**config.mk**
```make
export PLATFORM = sky130hd
export DESIGN_NAME = rle_decompressor
export DESIGN_NICKNAME = d
export VERILOG_FILES = /design/src/rtl/rle_decompressor.sv
export SDC_FILE = /design/constraint.sdc
export NUM_CORES = 1
export LEC_CHECK = 0
export CAP_MARGIN = 10
export CELL_PAD_IN_SITES_DETAIL_PLACEMENT = 1
export CELL_PAD_IN_SITES_GLOBAL_PLACEMENT = 1
export CORE_UTILIZATION = 39
export DETAILED_ROUTE_END_ITERATION = 8
export PLACE_DENSITY = 0.92
export RECOVER_POWER = 100
export SYNTH_ARGS = -nofsm -noshare
export SYNTH_HDL_FRONTEND = slang
export SYNTH_SLANG_ARGS = --single-unit
```
**constraint.sdc**
```tcl
create_clock -name clk_i -period 3.3 [get_ports clk_i]
set_input_delay 0.66 -clock clk_i [delete_from_list [all_inputs] [get_ports clk_i]]
set_output_delay 0.66 -clock clk_i [all_outputs]
set_load 0.005 [all_outputs]
```
**src/rtl/rle_decompressor.sv**
```systemverilog
// Run-length decoder: expands (count, value) records into consecutive RAM writes until a zero-count marker.
// First write two cycles after the count is accepted; stall_i holds emission, input is taken only while fetching.
module rle_decompressor #(
  parameter int DATA_W = 16,
  parameter int ADDR_W = 16
) (
  input  logic              clk_i,
  input  logic              rst_n_i,
  input  logic              start_i,
  input  logic [ADDR_W-1:0] base_addr_i,
  input  logic [DATA_W-1:0] in_data_i,
  input  logic              in_valid_i,
  output logic              in_ready_o,
  input  logic              stall_i,
  output logic [DATA_W-1:0] data_out_o,
  output logic              write_en_o,
  output logic [ADDR_W-1:0] addr_o,
  output logic              busy_o,
  output logic              done_o
);

  localparam logic [2:0] S_IDLE      = 3'd0;
  localparam logic [2:0] S_GET_COUNT = 3'd1;
  localparam logic [2:0] S_GET_VALUE = 3'd2;
  localparam logic [2:0] S_EMIT      = 3'd3;
  localparam logic [2:0] S_DONE      = 3'd4;

  localparam logic [ADDR_W-1:0] ADDR_ONE = {{(ADDR_W-1){1'b0}}, 1'b1};
  localparam logic [DATA_W-1:0] DATA_ONE = {{(DATA_W-1){1'b0}}, 1'b1};

  logic [2:0]        state_q, state_d;
  logic [ADDR_W-1:0] addr_q, addr_d;
  logic [DATA_W-1:0] remain_q, remain_d;
  logic [DATA_W-1:0] value_q, value_d;

  logic fetching;
  logic in_fire;
  logic wr_fire;

  assign fetching = (state_q == S_GET_COUNT) || (state_q == S_GET_VALUE);

  // A Start cycle never completes a handshake, so ready is masked by it.
  assign in_ready_o = fetching && !start_i;
  assign in_fire    = in_valid_i && in_ready_o;
  assign write_en_o = (state_q == S_EMIT) && !stall_i;
  assign wr_fire    = write_en_o;

  assign data_out_o = value_q;
  assign addr_o     = addr_q;
  assign busy_o     = fetching || (state_q == S_EMIT);
  assign done_o     = (state_q == S_DONE);

  always_comb begin
    state_d  = state_q;
    addr_d   = addr_q;
    remain_d = remain_q;
    value_d  = value_q;

    if (start_i) begin
      addr_d   = base_addr_i;
      remain_d = '0;
      state_d  = S_GET_COUNT;
    end else begin
      case (state_q)
        S_GET_COUNT: begin
          if (in_fire) begin
            if (in_data_i != '0) begin
              remain_d = in_data_i;
              state_d  = S_GET_VALUE;
            end else begin
              state_d  = S_DONE;
            end
          end
        end
        S_GET_VALUE: begin
          if (in_fire) begin
            value_d = in_data_i;
            state_d = S_EMIT;
          end
        end
        S_EMIT: begin
          if (wr_fire) begin
            addr_d   = addr_q + ADDR_ONE;
            remain_d = remain_q - DATA_ONE;
            if (remain_q == DATA_ONE) begin
              state_d = S_GET_COUNT;
            end
          end
        end
        S_DONE:  state_d = S_DONE;
        default: state_d = S_IDLE;
      endcase
    end
  end

  always_ff @(posedge clk_i or negedge rst_n_i) begin
    if (!rst_n_i) begin
      state_q  <= S_IDLE;
      addr_q   <= '0;
      remain_q <= '0;
      value_q  <= '0;
    end else begin
      state_q  <= state_d;
      addr_q   <= addr_d;
      remain_q <= remain_d;
      value_q  <= value_d;
    end
  end

endmodule

```
==> results.txt <==
----------------------------------------------------
[Run status]
  Run status ... finished, violations left
  Violated checks ... capacitance limit, slew limit

[Placed design]
  Final weighted congestion in routability-driven placement ... 0.777
  Input/output buffers ... 72
  Post-detailed-placement half-perimeter wirelength ... 5.80 mm
  Pre-CTS setup slack ... 0.505 ns

[STA]
  Count of final max-slew check failures ... 28
  Time the final worst path needs with I/O delays and setup ... 2.92 ns
  Post-route fraction of the period consumed by the critical path ... 0.885
  Final worst slack ... 0.379 ns
  Max frequency ... 342 MHz
  Skew final ... 0.00230 ns
  Max transition margin ... -0.0576
  RSZ-0062 raised after global routing ... false
  Hold Vio Cnt, Final ... 0
  Slew of the pin with the lowest slew margin ... 1.59 ns
  Post-Route Hold Slack ... 0.509 ns
  Number of setup violations in the final report ... 0
  Post-Route Setup TNS ... 0 ns

[Die]
  Initial cell density of the core ... 0.405
  Boundary Pins ... 73
  Height of the die ... 86.3 um
  Standard-cell row count ... 30
  Area of the die ... 7440 um^2
  Die W ... 86.3 um
  Core box area ... 6830 um^2

[Setup path]
  Reg2Reg Capture Point ... remain_q[12]
  CP Cell Sequence ... dlygate4sd3_1, nor4bb_1, dlygate4sd3_1
  Gate family responsible for the most delay along the worst path ... buffers and inverters
  Cell at the slowest stage of the critical path ... sky130_fd_sc_hd__dlygate4sd3_1
  Stages on the worst setup path ... 3
  Worst setup path start ... stall_i
  R2R Setup Slk ... 0.97 ns
  Endpoint of the most critical setup path ... write_en_o
  Bufs and invs on worst path ... 2
  Required time reported for the critical path endpoint ... 2.64 ns
  Data arrival time of the critical path ... 2.26 ns
  Largest fanout on the critical path ... 3
  Endpoint class of the critical path ... output pin
  Nature of the critical path startpoint ... primary input
  Crit Reg-Reg Startpoint ... remain_q[0]
  Critical path class ... primary input to output pin
  Most Frequent Cell on Critical Path ... sky130_fd_sc_hd__dlygate4sd3_1
  Logic depth of the worst register-to-register path ... 7
  Max stage delay on crit path ... 0.63 ns

[Route]
  Via count normalized by instance count ... 5.49
  Wirelength per Cell ... 17.3 um
  DR pass1 iterations ... 4
  Total length of routed wires ... 7.98 mm
  Via count ... 2531
  Number of nets with antenna violations after detailed routing ... 0
  Number of DRC violations after detailed-routing iteration 0 ... 109
  DRC ... 0

[Power and ir drop]
  Leakage ... 1.52 nW
  PD cells ... 484 nW/um^2
  Maximum ir drop on the vdd rail ... 0.273 mV

[GRT]
  First-pass GRT wire length ... 13.1 mm
  Initial antenna violation count ... 0
  GRT busiest layer ... met2
  Global routing usage summed across all routing layers ... 0.224
  Fraction of met3 tracks used by global routing ... 0.0400
  Met2 usage in global routing ... 0.406
  Pin count of the biggest net entering global routing ... 43
  Remaining global-route overflow ... 0
  Via count of the first global-routing pass ... 2628
  Met1 layer usage reported by global route ... 0.281

[Logic synthesis]
  Number of register bits inferred by synthesis ... 51
  Yosys warns ... 0
  Leading register cell type out of synthesis ... sky130_fd_sc_hd__dfrtp_1
  Unique masters post-synth ... 45
  Synthesized instance count ... 296
  Proportion of synthesized flip-flops having asynchronous set or reset ... 1.00
  Count of flip-flops with a built-in enable after synthesis ... 0
  Synthesized area per cell ... 9.35 um^2
  Seq/Total Area, Yosys ... 0.461
  Mapped Nets ... 336
  Cell Area, Synth ... 2770 um^2

[Clock network]
  Clock input transition at the sequential cells of the worst setup and hold paths ... 0.09 ns
  Root Buffer ... sky130_fd_sc_hd__clkbuf_8
  Worst-case clock buffer depth ... 2
  Number of buffers created by CTS ... 5
  Quantity of hold-fixing buffers added after cts ... 0
  TritonCTS clock tree ... done
  Worst skew pair latency ... 0.30 ns
  CTS H-tree lvls ... 2
  Number of cells upsized or downsized after cts ... 0
  Clock Sinks ... 51
  Number of setup buffers added after CTS ... 0

[Cells and area]
  Nets ... 404
  Share of cells above drive strength 1 ... 0.0849
  Layout-stage area growth over the synthesis result ... 32.4%
  Diode count ... 0
  Highest-count cells in the layout ignoring fill and taps ... sky130_fd_sc_hd__dfrtp_1 (51), sky130_fd_sc_hd__dlygate4sd3_1 (39), sky130_fd_sc_hd__o21ai_0 (37)
  Most common cell after layout, fill and taps aside ... sky130_fd_sc_hd__dfrtp_1

[Worst hold path]
  Worst hold path type ... register to register
  WHS Path Cells ... 1

[Flow run]
  Number of maximum-capacitance constraint violations ... 1

----------------------------------------------------
==> power by group <==
group          leakage, nW  internal, mW  switching, mW  total (mW)
Sequential           0.642         0.735         0.0950       0.830
Combinational        0.824         0.287          0.255       0.542
Clock               0.0515         0.192          0.208       0.400
Total                 1.52          1.21          0.558        1.77
==> worst register-to-register path, cell delays in order, from the launching register on <==
cell and delay [ns]:
sky130_fd_sc_hd__dfrtp_1 0.41, sky130_fd_sc_hd__inv_1 0.10, sky130_fd_sc_hd__ha_1 0.22, sky130_fd_sc_hd__or4b_2 0.73
sky130_fd_sc_hd__nor3_2 0.32, sky130_fd_sc_hd__a21oi_1 0.13, sky130_fd_sc_hd__o21ai_0 0.17, sky130_fd_sc_hd__o21ai_0 0.11
==> synthesized netlist by cell type, types with 2 or more instances <==
library cell               number  area share
sky130_fd_sc_hd__or4_1          3      0.0081
sky130_fd_sc_hd__nand2_1       25       0.034
sky130_fd_sc_hd__nor3_1         8       0.014
sky130_fd_sc_hd__buf_2          4      0.0072
sky130_fd_sc_hd__inv_1          6      0.0081
sky130_fd_sc_hd__ha_1           3       0.014
sky130_fd_sc_hd__and2_1         2      0.0045
sky130_fd_sc_hd__mux2i_1        3       0.011
sky130_fd_sc_hd__o21ai_0       37       0.067
sky130_fd_sc_hd__xor2_1         5       0.016
sky130_fd_sc_hd__buf_1          2      0.0027
sky130_fd_sc_hd__xnor2_1       11       0.035
sky130_fd_sc_hd__nor4_1        10       0.023
sky130_fd_sc_hd__nor2_1        27       0.037
sky130_fd_sc_hd__and3b_1        2      0.0063
sky130_fd_sc_hd__nand3b_1       3      0.0081
sky130_fd_sc_hd__and3_1         4      0.0090
sky130_fd_sc_hd__a21oi_1       15       0.027
sky130_fd_sc_hd__mux2_2        18       0.073
sky130_fd_sc_hd__nor3b_1        2      0.0054
sky130_fd_sc_hd__nand4_1        6       0.014
sky130_fd_sc_hd__and4_1         2      0.0063
sky130_fd_sc_hd__a22oi_1        4       0.011
sky130_fd_sc_hd__or3_1          2      0.0045
sky130_fd_sc_hd__clkbuf_1      12       0.016
sky130_fd_sc_hd__nand3_1        6       0.011
sky130_fd_sc_hd__dfrtp_1       51        0.46
sky130_fd_sc_hd__o22ai_1        2      0.0045
sky130_fd_sc_hd__nand2b_1       4      0.0090
sky130_fd_sc_hd__nor2b_1        2      0.0045
==> cell type report <==
type / count / area [um^2]
fillers: 803 / 3170
multi-input cells: 221 / 1400
flip-flops and latches: 51 / 1280
repair buffers: 79 / 748
well taps: 96 / 120
clock buffers: 8 / 100
inverters: 6 / 22.5
==> state kept, by name (all words and copies together) (netlist names) <==
name	flops
addr_o	16
state_q	3
remain_q	16
data_out_o	16
==> logic make-up after synthesis <==
group | count (synthesis) | share of synthesized area
AO/OA/AOI/OAI | 66 | 0.132
XOR/XNOR | 16 | 0.0506
adder cells (fa/ha/maj) | 3 | 0.0136
buffers and inverters | 24 | 0.0343
flip-flops | 51 | 0.461
multiplexers | 21 | 0.0840
AND/OR/NAND/NOR | 115 | 0.225
==> per-stage QoR <==
| step | util | area, um^2 | power [mW] | instances |
|---|---|---|---|---|
| after CTS | 0.539 | 3680 | 1.83 | 461 |
| after global routing | 0.536 | 3660 | 1.88 | 461 |
| after detailed placement | 0.525 | 3580 | 1.42 | 453 |
| after global placement | 0.525 | 3580 | 1.39 | 453 |
| final | 0.536 | 3660 | 1.77 | 461 |
| after floorplan | - | 2770 | 1.10 | 296 |
==> worst min-delay path by stage <==
stage | from | slack [ns] | to
2_1_floorplan | rst_n_i | 0.36 | addr_o[0]
6_report | data_out_o[0] | 0.51 | data_out_o[0]
3_3_place_gp | remain_q[1] | 0.48 | remain_q[1]
4_1_cts | rst_n_i | 0.40 | addr_o[8]
3_5_place_dp | data_out_o[9] | 0.49 | data_out_o[9]
5_1_grt | data_out_o[9] | 0.51 | data_out_o[9]
==> layer usage <==
metal  share of wire  wire [um]
met1            0.43       3420
met5               0          0
met2            0.52       4110
met3           0.050        398
met4          0.0055         44
Power figures use the tool's default switching activity.
